### src/rtl/fft_pkg.sv
// Shared definitions for the FFT address generation unit: default
// transform size, derived sizes and the sequencer state encoding.
package fft_pkg;

    localparam int N_LOG2_DEF = 5;
    localparam int N_DEF      = 1 << N_LOG2_DEF;
    localparam int HALF_DEF   = N_DEF / 2;

    typedef enum logic [1:0] {
        IDLE  = 2'd0,
        RUN   = 2'd1,
        DRAIN = 2'd2,
        DONE  = 2'd3
    } state_e;

    // Width of the level counter. It must hold 0..n_log2-1.
    function automatic int lvl_width(input int n_log2);
        return (n_log2 > 1) ? $clog2(n_log2) : 1;
    endfunction

endpackage

### src/rtl/fft_agu_if.sv
// Control/address bundle between the address generator (master) and the
// memory banks, twiddle ROM and butterfly datapath (slave).
interface fft_agu_if
    import fft_pkg::*;
#(
    parameter int N_LOG2 = N_LOG2_DEF
) ();

    logic              start;
    logic              busy;
    logic              done;
    logic              rd_en;
    logic [N_LOG2-1:0] rd_adr_a;
    logic [N_LOG2-1:0] rd_adr_b;
    logic [N_LOG2-2:0] tw_adr;
    logic              rd_bank;
    logic              wr_en;
    logic [N_LOG2-1:0] wr_adr_a;
    logic [N_LOG2-1:0] wr_adr_b;
    logic              wr_bank;

    modport master (
        input  start,
        output busy, done,
        output rd_en, rd_adr_a, rd_adr_b, tw_adr, rd_bank,
        output wr_en, wr_adr_a, wr_adr_b, wr_bank
    );

    modport slave (
        output start,
        input  busy, done,
        input  rd_en, rd_adr_a, rd_adr_b, tw_adr, rd_bank,
        input  wr_en, wr_adr_a, wr_adr_b, wr_bank
    );

endinterface

### src/rtl/fft_adr_rotl.sv
// Rotate a W-bit butterfly index left by amt places. This turns the
// natural pair index into the stride pattern of the current level.
module fft_adr_rotl #(
    parameter int W     = 5,
    parameter int AMT_W = 3
) (
    input  logic [W-1:0]     din,
    input  logic [AMT_W-1:0] amt,
    output logic [W-1:0]     dout
);

    // When amt is 0, the right shift by W is all zeros. The result is then din.
    assign dout = (din << amt) | (din >> (W - int'(amt)));

endmodule

### src/rtl/fft_agu.sv
// Address generation unit for an in-place, ping-pong radix-2 FFT. It
// runs N_LOG2 levels of N/2 butterflies. Each level reads one bank and
// writes the other. Write addresses trail the reads by one cycle, which
// covers the synchronous memory/ROM read.
module fft_agu
    import fft_pkg::*;
#(
    parameter int N_LOG2 = N_LOG2_DEF
) (
    input  logic      clk,
    input  logic      reset,
    fft_agu_if.master bus
);

    localparam int TW_W  = N_LOG2 - 1;
    localparam int LVL_W = lvl_width(N_LOG2);

    localparam logic [TW_W-1:0]  J_LAST = '1;
    localparam logic [LVL_W-1:0] I_LAST = LVL_W'(N_LOG2 - 1);

    state_e            state_q, state_d;
    logic [LVL_W-1:0]  i_q, i_d;
    logic [TW_W-1:0]   j_q, j_d;

    logic              rd_en;
    logic              busy;
    logic              done;
    logic [N_LOG2-1:0] rot_a, rot_b;
    logic [N_LOG2-1:0] rd_adr_a, rd_adr_b;
    logic [LVL_W-1:0]  tw_shamt;
    logic [TW_W-1:0]   tw_mask;
    logic [TW_W-1:0]   tw_adr;
    logic              rd_bank;

    logic              wr_en_q, wr_en_d;
    logic [N_LOG2-1:0] wr_adr_a_q, wr_adr_a_d;
    logic [N_LOG2-1:0] wr_adr_b_q, wr_adr_b_d;
    logic              wr_bank_q, wr_bank_d;

    // Operand pair (2j, 2j+1) is rotated by the level number.
    fft_adr_rotl #(.W(N_LOG2), .AMT_W(LVL_W)) u_rotl_a (
        .din  ({j_q, 1'b0}),
        .amt  (i_q),
        .dout (rot_a)
    );

    fft_adr_rotl #(.W(N_LOG2), .AMT_W(LVL_W)) u_rotl_b (
        .din  ({j_q, 1'b1}),
        .amt  (i_q),
        .dout (rot_b)
    );

    // Sequencer: next state, level/butterfly counters and status strobes.
    always_comb begin
        // NOTE: every output gets a default first, so no path through the case can infer a latch.
        state_d = state_q;
        i_d     = i_q;
        j_d     = j_q;
        rd_en   = 1'b0;
        busy    = 1'b0;
        done    = 1'b0;
        unique case (state_q)
            IDLE: begin
                if (bus.start) begin
                    state_d = RUN;
                end
            end
            RUN: begin
                busy  = 1'b1;
                rd_en = 1'b1;
                if (j_q == J_LAST) begin
                    j_d = '0;
                    if (i_q == I_LAST) begin
                        i_d     = '0;
                        state_d = DRAIN;
                    end else begin
                        i_d = i_q + 1'b1;
                    end
                end else begin
                    j_d = j_q + 1'b1;
                end
            end
            DRAIN: begin
                busy    = 1'b1;
                state_d = DONE;
            end
            DONE: begin
                done    = 1'b1;
                state_d = IDLE;
            end
            default: state_d = IDLE;
        endcase
    end

    // Read-side addresses. Twiddle stride masking. Outputs are zero when not reading.
    always_comb begin
        tw_shamt   = LVL_W'(TW_W) - i_q;
        tw_mask    = ~((TW_W'(1) << tw_shamt) - TW_W'(1));
        rd_adr_a   = rd_en ? rot_a : '0;
        rd_adr_b   = rd_en ? rot_b : '0;
        tw_adr     = rd_en ? (j_q & tw_mask) : '0;
        rd_bank    = rd_en & i_q[0];
        wr_en_d    = rd_en;
        wr_adr_a_d = rd_adr_a;
        wr_adr_b_d = rd_adr_b;
        wr_bank_d  = rd_en & ~i_q[0];
    end

    // State, counters and the one-cycle write pipeline. Reset is synchronous.
    always_ff @(posedge clk) begin
        // NOTE: non-blocking assignments, so all flops update together from pre-edge values.
        if (reset) begin
            state_q    <= IDLE;
            i_q        <= '0;
            j_q        <= '0;
            wr_en_q    <= 1'b0;
            wr_adr_a_q <= '0;
            wr_adr_b_q <= '0;
            wr_bank_q  <= 1'b0;
        end else begin
            state_q    <= state_d;
            i_q        <= i_d;
            j_q        <= j_d;
            wr_en_q    <= wr_en_d;
            wr_adr_a_q <= wr_adr_a_d;
            wr_adr_b_q <= wr_adr_b_d;
            wr_bank_q  <= wr_bank_d;
        end
    end

    assign bus.busy     = busy;
    assign bus.done     = done;
    assign bus.rd_en    = rd_en;
    assign bus.rd_adr_a = rd_adr_a;
    assign bus.rd_adr_b = rd_adr_b;
    assign bus.tw_adr   = tw_adr;
    assign bus.rd_bank  = rd_bank;
    assign bus.wr_en    = wr_en_q;
    assign bus.wr_adr_a = wr_adr_a_q;
    assign bus.wr_adr_b = wr_adr_b_q;
    assign bus.wr_bank  = wr_bank_q;

endmodule
### src/flat_wrapper.sv
// flat-port wrapper written by rule: the top's interface ports become plain ports
module fft_agu_flat import fft_pkg::*;
#(
    parameter int N_LOG2 = N_LOG2_DEF
)
  (clk, reset, bus_start, bus_busy, bus_done, bus_rd_en, bus_rd_adr_a, bus_rd_adr_b, bus_tw_adr, bus_rd_bank, bus_wr_en, bus_wr_adr_a, bus_wr_adr_b, bus_wr_bank);
  fft_agu_if #(.N_LOG2(N_LOG2)) bus_i ();
  input  logic clk;
  input  logic reset;
  input wire logic [$bits(bus_i.start)-1:0] bus_start;
  output wire logic [$bits(bus_i.busy)-1:0] bus_busy;
  output wire logic [$bits(bus_i.done)-1:0] bus_done;
  output wire logic [$bits(bus_i.rd_en)-1:0] bus_rd_en;
  output wire logic [$bits(bus_i.rd_adr_a)-1:0] bus_rd_adr_a;
  output wire logic [$bits(bus_i.rd_adr_b)-1:0] bus_rd_adr_b;
  output wire logic [$bits(bus_i.tw_adr)-1:0] bus_tw_adr;
  output wire logic [$bits(bus_i.rd_bank)-1:0] bus_rd_bank;
  output wire logic [$bits(bus_i.wr_en)-1:0] bus_wr_en;
  output wire logic [$bits(bus_i.wr_adr_a)-1:0] bus_wr_adr_a;
  output wire logic [$bits(bus_i.wr_adr_b)-1:0] bus_wr_adr_b;
  output wire logic [$bits(bus_i.wr_bank)-1:0] bus_wr_bank;
  assign bus_i.start = bus_start;
  assign bus_busy = bus_i.busy;
  assign bus_done = bus_i.done;
  assign bus_rd_en = bus_i.rd_en;
  assign bus_rd_adr_a = bus_i.rd_adr_a;
  assign bus_rd_adr_b = bus_i.rd_adr_b;
  assign bus_tw_adr = bus_i.tw_adr;
  assign bus_rd_bank = bus_i.rd_bank;
  assign bus_wr_en = bus_i.wr_en;
  assign bus_wr_adr_a = bus_i.wr_adr_a;
  assign bus_wr_adr_b = bus_i.wr_adr_b;
  assign bus_wr_bank = bus_i.wr_bank;
  fft_agu #(.N_LOG2(N_LOG2)) u_core (.clk(clk), .reset(reset), .bus(bus_i));
endmodule
### config.mk
export PLATFORM = sky130hd
export DESIGN_NAME = fft_agu_flat
export DESIGN_NICKNAME = d
export VERILOG_FILES = /design/src/rtl/fft_pkg.sv /design/src/rtl/fft_agu_if.sv /design/src/rtl/fft_adr_rotl.sv /design/src/rtl/fft_agu.sv /design/src/flat_wrapper.sv
export SDC_FILE = /design/constraint.sdc
export NUM_CORES = 1
export LEC_CHECK = 0
export ABC_AREA = 1
export ABC_CLOCK_PERIOD_IN_PS = 3290
export CORE_ASPECT_RATIO = 2
export CORE_MARGIN = 1
export CORE_UTILIZATION = 40
export DETAILED_ROUTE_END_ITERATION = 10
export GPL_TIMING_DRIVEN = 1
export PLACE_DENSITY = 0.64
export SYNTH_ARGS = -nofsm -noshare
export SYNTH_HDL_FRONTEND = slang
export SYNTH_HIERARCHICAL = 1
export SYNTH_SLANG_ARGS = --single-unit
### constraint.sdc
create_clock -name clk -period 3.29 [get_ports clk]
set_clock_uncertainty 0.1 [all_clocks]
set_input_delay 0.329 -clock clk [delete_from_list [all_inputs] [get_ports clk]]
set_output_delay 0.329 -clock clk [all_outputs]
set_load 0.02 [all_outputs]
==> metrics.sh, run 1 <==
CTS_HOLD_BUFFERS=0
NUM-NETS-FINAL=313
VIAS=1600
FMAX_MHz=363
WORST_SETUP_PATH_START_KIND='flip-flop'
SYN_TO_FINAL_GROWTH_PCT=27.3
MAX-VDD-IR-DROP_uV=379
CRITICAL_PATH.ENDPOINT_TYPE='output port'
PATH_MAX_FANOUT=4
MULTI_INPUT_AREA_UM2=963
DRT-VIAS-PER-INSTANCE=4.62
CP_TOP_FAMILY='buffers and inverters'
HOLD-PATH-CELL-COUNT=2
VIAS_IN_THE_FIRST_GLOBAL_ROUTE=1565
GRT_SETUP_UNREPAIRED='no'
OVERFLOW=0
POWER.DENSITY_CELL_AREA_nW_PER_UM2=453
GLOBAL_ROUTE.USAGE.TOTAL_PCT=19.2
POST-ROUTE-PERIOD-UTIL_PCT=83.7
POST_ROUTE_CELL_AREA_UM2=2020
DIE_WIDTH_UM=46.5
SETUP-VIOLATIONS-FINAL=0
CTS_POST_SETUP_BUFFERS_INSERTED=0
CLOCK_TREE_FROM_TRITONCTS='yes'
WORSTSETUPPATHTYPE='flip-flop to output port'
CP_DATA_ARRIVAL_TIME_NS=2.32
HPWL_UM=2900
GRT_PASS1_WL_UM=6240
SYNTHESIS.AREA_PER_INSTANCE_UM2=6.15
CLK_PATH_BUF_DEPTH=2
SEQUENTIAL_CELL_AREA_UM2=420
YOSYSWARNINGCOUNT=6
SHARE_OF_POST_ROUTE_CELLS_WITH_DRIVE_STRENGTH_ABOVE_1_PCT=8.47
CTS.REPORTEDPATHS.CLKPINSLEW_NS=0.07
DRT.ANTENNA.VIOLATING_NETS=0
INITIAL_UTILIZATION_PCT=41.7
CRITPATHBUFINV=3
DRV_CAP=0
NUM-FILL-CELLS=392
ROUTED_WL_UM=3580
PORTBUFFERS=32
CP.DEPTH=10
DIE_AREA_UM2=4240
DPL-INSTANCE-AREA_UM2=1970
WORST_EP_REQUIRED_TIME_NS=2.86
CTS.REPAIR.RESIZED=0
CRIT_CHAIN='inv_1 > ha_1 > ha_1 > inv_1 > o21ai_0 > nand2_1 > nand2_1 > nand2_1 > nor2_1 > clkdlybuf4s50_1'
GRT_ANTENNA_BEFORE_REPAIR=0
WORST_PATH_MAX_DELAY_CELL='sky130_fd_sc_hd__clkdlybuf4s50_1'
POST_SYNTH_INST_COUNT=258
DETAILEDROUTE.FIRSTPASSITERATIONCOUNT=4
POWER.LEAKAGE_nW=1.02
FINAL_MAX_TRAN_VIOLS=0
FINAL.SETUP.TNS_NS=0
FINALCOREUTILIZATION_PCT=53.1
FINAL.MIN_CLOCK_PERIOD_NS=2.75
PATH_COMMON_CELL='sky130_fd_sc_hd__nand2_1'
GP_CONGESTION=0.792
CLOCK_TREE.ROOT_CELL='sky130_fd_sc_hd__clkbuf_8'
STATUS='finished clean'
TOP_LEVEL_PORTS=33
PLACEMENTROWS=32
HOLDCRITPATHCLASS='flip-flop to flip-flop'
WL_PER_CELL_UM=10.3
DIE_H_UM=91.1
TIMING.FINAL.HOLD_VIOLATIONS=0
CTS.HTREE.LEVELS=1
SYNTH_AREA_UM2=1590
GRT_MAX_DEGREE=25
INITIAL_DRC_COUNT=28
REMAINING_DRC_ERRORS=0
YOSYSUNIQUECELLTYPES=20
NUMCLOCKSINKS=21
FINAL_CELL_MIX='79 x sky130_fd_sc_hd__nand2_1, 45 x sky130_fd_sc_hd__inv_1, 32 x sky130_fd_sc_hd__clkdlybuf4s50_1'
R2R.WORST_PATH.CELLS=7
INSERTEDDIODECOUNT=0
CLOCK_LATENCY_NS=0.25
CTS_BUFFERS=3
PLACEABLECOREAREA_UM2=3800
MOST_FREQUENT_STANDARD_CELL_IN_THE_LAYOUT_EXCLUDING_FILL_AND_TAP_CELLS='sky130_fd_sc_hd__nand2_1'
WORST_PATH_LARGEST_CELL_DELAY_NS=0.61
YS_FF_LATCH=21
YOSYSSEQAREASHARE_PCT=26.5
==> cell type report <==
| type | count | area share [%] |
|---|---|---|
| Multi-Input combinational cell | 187 | 47.7 |
| Sequential cell | 21 | 20.8 |
| Timing Repair Buffer | 36 | 17.3 |
| Inverter | 47 | 8.74 |
| Tap cell | 51 | 3.16 |
| Clock buffer | 4 | 2.23 |
==> worst paths after layout <==
kind | from | end | slack [ns]
setup / recovery | u_core/i_q[0] | bus_tw_adr[3] | 0.54
hold / removal | u_core/state_q[1] | u_core/state_q[1] | 0.46
setup reg to reg | u_core/i_q[2] | u_core/bus.wr_adr_a[1] | 1.69
hold reg to reg | u_core/state_q[1] | u_core/state_q[1] | 0.46
==> per-stage QoR <==
step	setup WS [ns]	power [mW]	cells	hold slack [ns]
6_report	0.537	0.916	346	0.461
5_1_grt	0.336	0.997	346	0.489
4_1_cts	0.523	0.932	346	0.475
3_5_place_dp	0.803	0.767	342	0.464
3_3_place_gp	0.867	0.764	342	0.454
2_1_floorplan	0.812	0.623	260	0.301
==> routing by layer <==
metal  part of all wire (%)  global-route usage, %
met4                    2.9                   7.35
met3                    3.1                   1.79
met1                     36                   17.7
met5                      0                      0
met2                     58                   38.0
==> power by group <==
part,internal [mW],switching [mW]
Combinational,0.175,0.257
Clock,0.0859,0.0763
Sequential,0.288,0.0339
==> cell usage after synthesis (all sizes together) <==
| master | instances | area, um2 |
|---|---|---|
| nand2 | 83 | 322 |
| inv | 47 | 176 |
| nand3 | 31 | 195 |
| nor2 | 31 | 119 |
| dfxtp | 21 | 420 |
| ha | 14 | 175 |
| o21ai | 13 | 76.3 |
| nor3 | 5 | 25.0 |
| a21oi | 4 | 20.0 |
| buf | 4 | 30.0 |
| conb | 2 | 7.51 |
| clkbuf | 1 | 3.75 |
| nor3b | 1 | 7.51 |
| xnor2 | 1 | 8.76 |
==> flip-flops by register name, summed over array words and instances (netlist names) <==
| name | count |
|---|---|
| u_core/bus.wr_adr_a | 5 |
| u_core/bus.wr_adr_b | 5 |
| u_core/j_q | 4 |
| u_core/i_q | 3 |
| u_core/state_q | 2 |
| u_core/bus.wr_bank | 1 |
| u_core/bus.wr_en | 1 |
==> tightest hold or removal path, cell delays in order (launching register included) <==
cell                      delay [ns]
sky130_fd_sc_hd__dfxtp_1        0.35
sky130_fd_sc_hd__a21oi_1        0.12
sky130_fd_sc_hd__nor2_1         0.06
==> cells by family after synthesis <==
| kind of cell | Yosys count | share of synthesized area, % |
|---|---|---|
| other cells | 2 | 0.473 |
| fa+ha+maj | 14 | 11.0 |
| compound gates | 17 | 6.07 |
| simple gates | 151 | 42.1 |
| xor+xnor | 1 | 0.552 |
| flops | 21 | 26.5 |
| buf+inv | 52 | 13.2 |
(Power assumes the default switching activity.)
==> run 2, diff against run 1 <==
ABC_CLOCK_PERIOD_IN_PS = 2600   (was 3290)
clock period = 2.6 ns   (was 3.29 ns; I/O delays follow)
==> run 2 against run 1 <==
Net effect:
- core utilization increased by 0.92 points
- non-clock buffer count up 2
- global-route usage hardly changed
- routed wire length grew 0.92%
- combinational power is 28% higher
- final cell count up 0.58%
- sequential share of layout area fell by 0.35 points
- worst setup slack worse by 0.39 ns
- sequential cell count is the same
- worst hold slack got worse by 0.0073 ns
- critical path depth decreased by 3
- total power rose by 28%
==> metrics.sh, run 2 (same netlist as run 1, synthesis figures left out) <==
GLOBAL_ROUTE.USAGE.TOTAL_PCT=19.3
FINALHOLDWORSTSLACK_NS=0.454
CTS.REPORTEDPATHS.CLKPINSLEW_NS=0.08
PLACEABLECOREAREA_UM2=3800
CTS_HOLD_BUFFERS=0
WORST_SETUP_PATH_START_KIND='flip-flop'
INITIAL_UTILIZATION_PCT=41.7
WORST_EP_REQUIRED_TIME_NS=2.24
GRT_PASS1_WL_UM=6310
TOP_LEVEL_PORTS=33
HPWL_UM=2870
LAYOUT_SETUP_WS_NS=0.143
R2R.WORST_PATH.CELLS=8
GRT_SETUP_UNREPAIRED='no'
CLOCK_TREE.ROOT_CELL='sky130_fd_sc_hd__clkbuf_8'
WORSTSETUPPATHTYPE='flip-flop to output port'
INITIAL_DRC_COUNT=47
SHARE_OF_POST_ROUTE_CELLS_WITH_DRIVE_STRENGTH_ABOVE_1_PCT=9.43
CTS_BUFFERS=3
CLOCK_TREE_FROM_TRITONCTS='yes'
HOLD-PATH-CELL-COUNT=2
FINAL.MIN_CLOCK_PERIOD_NS=2.46
FINAL.SETUP.TNS_NS=0
TIMING.FINAL.HOLD_VIOLATIONS=0
STATUS='finished clean'
CTS_POST_SETUP_BUFFERS_INSERTED=0
FINALCOREUTILIZATION_PCT=54.0
PLACE_WS_NS=0.194
HOLDCRITPATHCLASS='flip-flop to flip-flop'
DRT.ANTENNA.VIOLATING_NETS=0
FINAL_MAX_TRAN_VIOLS=0
CRITICAL_PATH.ENDPOINT_TYPE='output port'
VIAS=1610
CLOCK_LATENCY_NS=0.25
MAX-VDD-IR-DROP_uV=640
VIAS_IN_THE_FIRST_GLOBAL_ROUTE=1591
CLK_PATH_BUF_DEPTH=2
PATH_MAX_FANOUT=24
GP_CONGESTION=0.865
OVERFLOW=0
POWER.DENSITY_CELL_AREA_nW_PER_UM2=568
CTS.HTREE.LEVELS=1
GRT_ANTENNA_BEFORE_REPAIR=0
POWER.LEAKAGE_nW=1.21
DETAILEDROUTE.FIRSTPASSITERATIONCOUNT=4
ROUTED_WL_UM=3610
PLACEMENTROWS=32
NUM-FILL-CELLS=426
CP_DATA_ARRIVAL_TIME_NS=2.10
POST-ROUTE-PERIOD-UTIL_PCT=94.5
REMAINING_DRC_ERRORS=0
WL_PER_CELL_UM=10.4
DRV_CAP=0
FINAL_CELL_MIX='79 x sky130_fd_sc_hd__nand2_1, 45 x sky130_fd_sc_hd__inv_1, 30 x sky130_fd_sc_hd__nor2_1'
DRT-VIAS-PER-INSTANCE=4.63
NUM-NETS-FINAL=315
MOST_FREQUENT_STANDARD_CELL_IN_THE_LAYOUT_EXCLUDING_FILL_AND_TAP_CELLS='sky130_fd_sc_hd__nand2_1'
DIE_H_UM=91.1
INSERTEDDIODECOUNT=0
SYN_TO_FINAL_GROWTH_PCT=29.5
DIE_AREA_UM2=4240
PORTBUFFERS=32
GRT_MAX_DEGREE=25
DIE_WIDTH_UM=46.5
SETUP-VIOLATIONS-FINAL=0
NUMCLOCKSINKS=21
FMAX_MHz=407
-- run 2: cell count changes in the layout (fill, tap and decap cells not counted) --
cell                              before  now
sky130_fd_sc_hd__clkinv_2              0    1
sky130_fd_sc_hd__dlygate4sd2_1         0    3
sky130_fd_sc_hd__dlymetal6s2s_1        0    9
sky130_fd_sc_hd__clkbuf_1              1    0
sky130_fd_sc_hd__buf_4                 4    6
sky130_fd_sc_hd__clkdlybuf4s50_1      32   20
-- run 2: timing repair --
action,CTS,global route
gates cloned,0,0
gates resized for setup,3,9
setup endpoints to repair,3,9
-- run 2: worst paths after layout --
| check | start | endpoint | slack [ns] |
|---|---|---|---|
| worst max-delay path | u_core/i_q[1] | bus_rd_adr_a[3] | 0.14 |
| worst min-delay path | u_core/state_q[0] | u_core/state_q[0] | 0.45 |
| worst max register to register | u_core/i_q[1] | u_core/bus.wr_adr_a[1] | 1.01 |
| worst min register to register | u_core/state_q[0] | u_core/state_q[0] | 0.45 |
-- run 2: cell type report --
type                            count  area [um2]  area share (%)
Multi-Input combinational cell    187         963            46.9
Clock inverter                      1        5.00           0.244
Timing Repair Buffer               38         384            18.7
Sequential cell                    21         420            20.5
Clock buffer                        3        41.3            2.01
Tap cell                           51        63.8            3.11
Inverter                           47         176            8.59
-- run 2: metal layers --
metal | up-vias | track usage (%) | wire length, um
met5 | - | 0 | 0
met2 | 41 | 37.7 | 2050
met3 | 12 | 1.79 | 132
met1 | 699 | 17.7 | 1290
li1 | 858 | - | -
met4 | 0 | 8.09 | 140
-- run 2: report_power, final --
group          internal (mW)  switching, mW  total, mW  leakage, nW
logic                  0.225          0.328      0.553         1.02
registers              0.364         0.0404      0.404        0.170
clock network          0.106          0.104      0.211       0.0255
total                  0.695          0.473       1.17         1.21
-- run 2: worst max-delay path: stages (launching register included) --
cell,delay [ns]
sky130_fd_sc_hd__dfxtp_1,0.31
sky130_fd_sc_hd__buf_4,0.21
sky130_fd_sc_hd__ha_1,0.35
sky130_fd_sc_hd__nand2_1,0.11
sky130_fd_sc_hd__o21ai_1,0.14
sky130_fd_sc_hd__nand2_1,0.08
sky130_fd_sc_hd__inv_1,0.05
sky130_fd_sc_hd__clkdlybuf4s50_1,0.59
-- run 2: per-stage QoR --
step	std cells	instance area, um2	power [mW]
6_report	348	2050	1.17
5_1_grt	348	2050	1.27
4_1_cts	348	2030	1.19
3_5_place_dp	344	1990	0.973
3_3_place_gp	344	1990	0.967
2_1_floorplan	260	1590	0.789
==> run 3, diff against run 2 <==
SETUP_SLACK_MARGIN = 0.02   (was not set)
==> run 3 against run 2 <==
Net effect:
- combinational power hardly changed
- count of clock-buffer cells in the layout stayed put
- die area stayed put
- worst hold slack stayed put
- register-to-register slack hardly changed
- routed wire length hardly changed
- total power hardly changed
- final area is 0.12% higher
- sequential share of layout area hardly changed
- final cell count stayed put
- first-iteration DRC count stayed put
- clock power hardly changed
- critical path type unchanged
- largest cell class unchanged
==> metrics.sh, run 3 (same netlist as run 1, synthesis figures left out) <==
SETUP-VIOLATIONS-FINAL=0
NUM-NETS-FINAL=315
HPWL_UM=2870
TIMING.FINAL.HOLD_VIOLATIONS=0
SEQUENTIAL_CELL_AREA_UM2=420
HOLDCRITPATHCLASS='flip-flop to flip-flop'
POWER.LEAKAGE_nW=1.23
POST_ROUTE_CELL_AREA_UM2=2060
POST-ROUTE-PERIOD-UTIL_PCT=92.2
PATH_MAX_FANOUT=4
FIN_TOTAL_PWR_mW=1.17
DRV_CAP=0
WL_PER_CELL_UM=10.4
PLACEMENTROWS=32
CP_DATA_ARRIVAL_TIME_NS=2.04
FINALCOREUTILIZATION_PCT=54.1
FINALHOLDWORSTSLACK_NS=0.454
FINAL.SETUP.TNS_NS=0
WORST_PATH_LARGEST_CELL_DELAY_NS=0.34
SYN_TO_FINAL_GROWTH_PCT=29.7
REMAINING_DRC_ERRORS=0
INSERTEDDIODECOUNT=0
INITIAL_DRC_COUNT=47
CLOCK_TREE.ROOT_CELL='sky130_fd_sc_hd__clkbuf_8'
GLOBAL_ROUTE.USAGE.TOTAL_PCT=19.3
CTS.HTREE.LEVELS=1
GP_CONGESTION=0.865
FINAL_MAX_TRAN_VIOLS=0
MAX-VDD-IR-DROP_uV=640
GRT_PASS1_WL_UM=6310
WORSTSETUPPATHTYPE='flip-flop to output port'
NUMCLOCKSINKS=21
CLK_PATH_BUF_DEPTH=2
DIE_WIDTH_UM=46.5
TOP_LEVEL_PORTS=33
FINAL.MIN_CLOCK_PERIOD_NS=2.40
STATUS='finished clean'
LAYOUT_SETUP_WS_NS=0.203
DIE_H_UM=91.1
CRIT_CHAIN='inv_1 > ha_1 > ha_1 > inv_1 > o21ai_0 > nand2_1 > nand2_1 > nand2_1 > nor2_1 > dlygate4sd2_1'
DIE_AREA_UM2=4240
VIAS=1610
MIN-DELAY-START='u_core/state_q[0]'
CRITICAL_PATH.ENDPOINT_TYPE='output port'
FMAX_MHz=417
FINAL_CELL_MIX='79 x sky130_fd_sc_hd__nand2_1, 45 x sky130_fd_sc_hd__inv_1, 30 x sky130_fd_sc_hd__nor2_1'
PLACE_WS_NS=0.194
MULTI_INPUT_AREA_UM2=963
CP-STARTPOINT='u_core/i_q[0]'
DRT.ANTENNA.VIOLATING_NETS=0
INITIAL_UTILIZATION_PCT=41.7
DPL-INSTANCE-AREA_UM2=1990
GRT_MAX_DEGREE=25
CTS.REPORTEDPATHS.CLKPINSLEW_NS=0.08
DRT-VIAS-PER-INSTANCE=4.63
OVERFLOW=0
GRT_ANTENNA_BEFORE_REPAIR=0
SHARE_OF_POST_ROUTE_CELLS_WITH_DRIVE_STRENGTH_ABOVE_1_PCT=9.43
PORTBUFFERS=32
PLACED_CELLS=344
NUM-FILL-CELLS=425
POWER.DENSITY_CELL_AREA_nW_PER_UM2=568
WORST_SETUP_PATH_START_KIND='flip-flop'
WORST_PATH_MAX_DELAY_CELL='sky130_fd_sc_hd__dlygate4sd2_1'
CTS_BUFFERS=3
PLACEABLECOREAREA_UM2=3800
MOST_FREQUENT_STANDARD_CELL_IN_THE_LAYOUT_EXCLUDING_FILL_AND_TAP_CELLS='sky130_fd_sc_hd__nand2_1'
GRT_SETUP_UNREPAIRED='no'
FINAL-INSTANCE-COUNT-EXCL-FILL=348
VIAS_IN_THE_FIRST_GLOBAL_ROUTE=1591
DETAILEDROUTE.FIRSTPASSITERATIONCOUNT=4
PATH_COMMON_CELL='sky130_fd_sc_hd__nand2_1'
CLOCK_LATENCY_NS=0.25
WORST_EP_REQUIRED_TIME_NS=2.24
CLOCK_TREE_FROM_TRITONCTS='yes'
ROUTED_WL_UM=3610
REG2REG_FROM='u_core/i_q[1]'
-- run 3: cell types whose count changed in the layout (fill, tap and decap cells not counted), sizes merged --
cell,before,now
dlymetal6s2s,9,10
clkdlybuf4s50,20,19
-- run 3: final timing paths --
path / to / slack [ns] / cells past startpoint
worst min register to register: u_core/state_q[0] / 0.45 / 2
worst max register to register: u_core/bus.wr_adr_a[1] / 1.01 / 8
worst min-delay path: u_core/state_q[0] / 0.45 / 2
worst max-delay path: bus_tw_adr[3] / 0.20 / 10
-- run 3: routing by layer --
layer | GRT usage (%) | vias up | routed length, um
li1 | - | 858 | -
met1 | 17.7 | 699 | 1290
met2 | 37.7 | 41 | 2050
met3 | 1.79 | 12 | 132
met4 | 8.09 | 0 | 140
met5 | 0 | - | 0
-- run 3: layout make-up --
type / count / area share [%]
clock inverter: 1 / 0.243
clock buffer: 3 / 2.01
multi-input combinational: 187 / 46.8
inverter: 47 / 8.58
timing repair buffer: 38 / 18.8
tap: 51 / 3.10
sequential: 21 / 20.4
-- run 3: power by group --
part	internal, mW	switching, mW
registers	0.364	0.0404
logic	0.225	0.328
clock network	0.106	0.104
total	0.695	0.473
-- run 3: worst max-delay path, delay by kind of cell, from the launching register on --
| family | cells | cell delay [ns] |
|---|---|---|
| adders and majority gates | 2 | 0.49 |
| AOI/OAI and AO/OA | 1 | 0.13 |
| buffers and inverters | 3 | 0.49 |
| DFF | 1 | 0.33 |
| and+or+nand+nor | 4 | 0.34 |
-- run 3: what timing repair did --
action                     in CTS  in global routing
setup endpoints to repair       3                 10
setup buffers                   0                  0
hold buffers                    0                  0
resized for setup               3                 10
pin swaps                       0                  0
==> variant: new RTL, flow settings as in run 3 <==
The package constant `N_LOG2_DEF` goes from 5 to 3.
--- a/src/rtl/fft_pkg.sv
+++ b/src/rtl/fft_pkg.sv
@@ -2,7 +2,7 @@
 // transform size, derived sizes and the sequencer state encoding.
 package fft_pkg;
 
-    localparam int N_LOG2_DEF = 5;
+    localparam int N_LOG2_DEF = 3;
     localparam int N_DEF      = 1 << N_LOG2_DEF;
     localparam int HALF_DEF   = N_DEF / 2;
 
Interface: changed (5 resized); port bits go from 33 to 23. No check against the original RTL was run, so the function may have changed too.
==> variant against run 3 <==
- sequential cell count down 7
- power decreased by 17%
- area after synthesis shrank 46%
- cell count fell by 49%
- wire length is 54% lower
- via count fell by 52%
- worst setup slack improved by 9.2 ps
- cell area fell by 44%
==> variant: results (changes against run 3) <==
Drt
The overall routed net length is 1.68 mm (was 3.61 mm). The via-per-instance ratio is 4.41 (was 4.63). The count of routing violations after the opening detailed-route iteration is 8 (was 47). The wire length per cell after detailed routing is 9.52 µm (was 10.4 µm).

Timing
The highest attainable clock frequency is 0.419 GHz (was 0.417 GHz).

Clock network
The clock input transition at the sequential cells of the worst setup and hold paths is 60 ps (was 80 ps). The number of instances resized during post-cts repair is 0 (was 3).

Global routing
The maximum number of pins on one net before global-route repair is 13 (was 25). The wire length of the first global-routing pass is 3.10 mm (was 6.31 mm). The aggregate global-route resource usage came to 0.174 (was 0.193). The number of global-route vias before repair is 771 (was 1591).

Pwr
The power share of the combinational group came to 0.480 (was 0.473). The maximum ir drop on the vdd rail is 508 µV (was 640 µV). The static power due to leakage was 0.572 nW (was 1.23 nW). The proportion of total power due to net switching was 0.394 (was 0.405). The clock-net power came to 0.207 mW (was 0.211 mW).

Placement
The routability congestion estimate from global placement came to 0.725 (was 0.865). The number of cells in the design after placement was 172 (was 344). The pre-CTS setup slack is 456 ps (was 194 ps). The half-perimeter wire length of the detailed placement result is 1.40 mm (was 2.87 mm).

Critical path
The worst-path cell with the longest stage delay was clkdlybuf4s50_1 (was dlygate4sd2_1). The setup slack of the worst register-to-register path is 1080 ps (was 1010 ps). The highest net fanout along the worst path is 12 (was 4). The highest cell delay on the worst timing path came to 610 ps (was 340 ps).

Cells and area
The number of fill cells is 203 (was 425). The layout cell share with drive strength beyond 1 is 0.0993 (was 0.0943).

Yosys
The total nets after synthesis is 139. The portion of the post-synthesis area used by sequential elements is 0.325 (was 0.265). The synthesized instance count came to 126 (was 258).

Dominant cells by area after synthesis: dfxtp_1, nand2_1, ha_1 (unchanged).

Status
Result of the run: finished clean (unchanged).
==> variant: cell count changes in the layout (fill, tap and decap cells not counted), sizes merged, moves of 4 or more <==
cell	run 3	this run
inv	47	27
dlymetal6s2s	10	0
dfxtp	21	14
buf	6	1
nand3	31	13
ha	14	10
nor2	31	13
nor3	5	1
o21ai	13	3
nand2	83	35
==> variant: metal layers <==
metal	part of all wire	vias up	track usage
met3	0.037	2	0.0230
li1	-	422	-
met5	0	-	0
met2	0.54	15	0.328
met1	0.41	338	0.177
met4	0.010	0	0.105
==> variant: cells by family after synthesis <==
kind of cell	share of synthesized area
other	0.00870
adders and majority gates	0.145
AOI/OAI and AO/OA	0.0638
and+or+nand+nor	0.312
buffers and inverters	0.146
DFF	0.325
==> variant: per-stage QoR <==
stage	area (µm²)	hold slack (ps)	power [mW]
finish	1150	474	0.971
global route	1150	515	1.06
CTS	1150	481	0.984
detailed placement	1100	481	0.774
global placement	1100	470	0.764
floorplan	863	367	0.623
==> variant: final cells by class <==
class | count | area [µm²] | area share
Clock buffer | 4 | 55.1 | 0.0477
Multi-Input combinational cell | 83 | 457 | 0.395
Sequential cell | 14 | 280 | 0.243
Tap cell | 25 | 31.3 | 0.0271
Inverter | 27 | 104 | 0.0899
Timing Repair Buffer | 23 | 228 | 0.197
==> variant: path summary, 6_finish.rpt <==
check | from | to | depth (start not counted)
max reg2reg | u_core/state_q[1] | u_core/i_q[0] | 6
min reg2reg | u_core/j_q[1] | u_core/j_q[1] | 2
max | u_core/i_q[0] | bus_tw_adr[1] | 5
min | u_core/j_q[1] | u_core/j_q[1] | 2
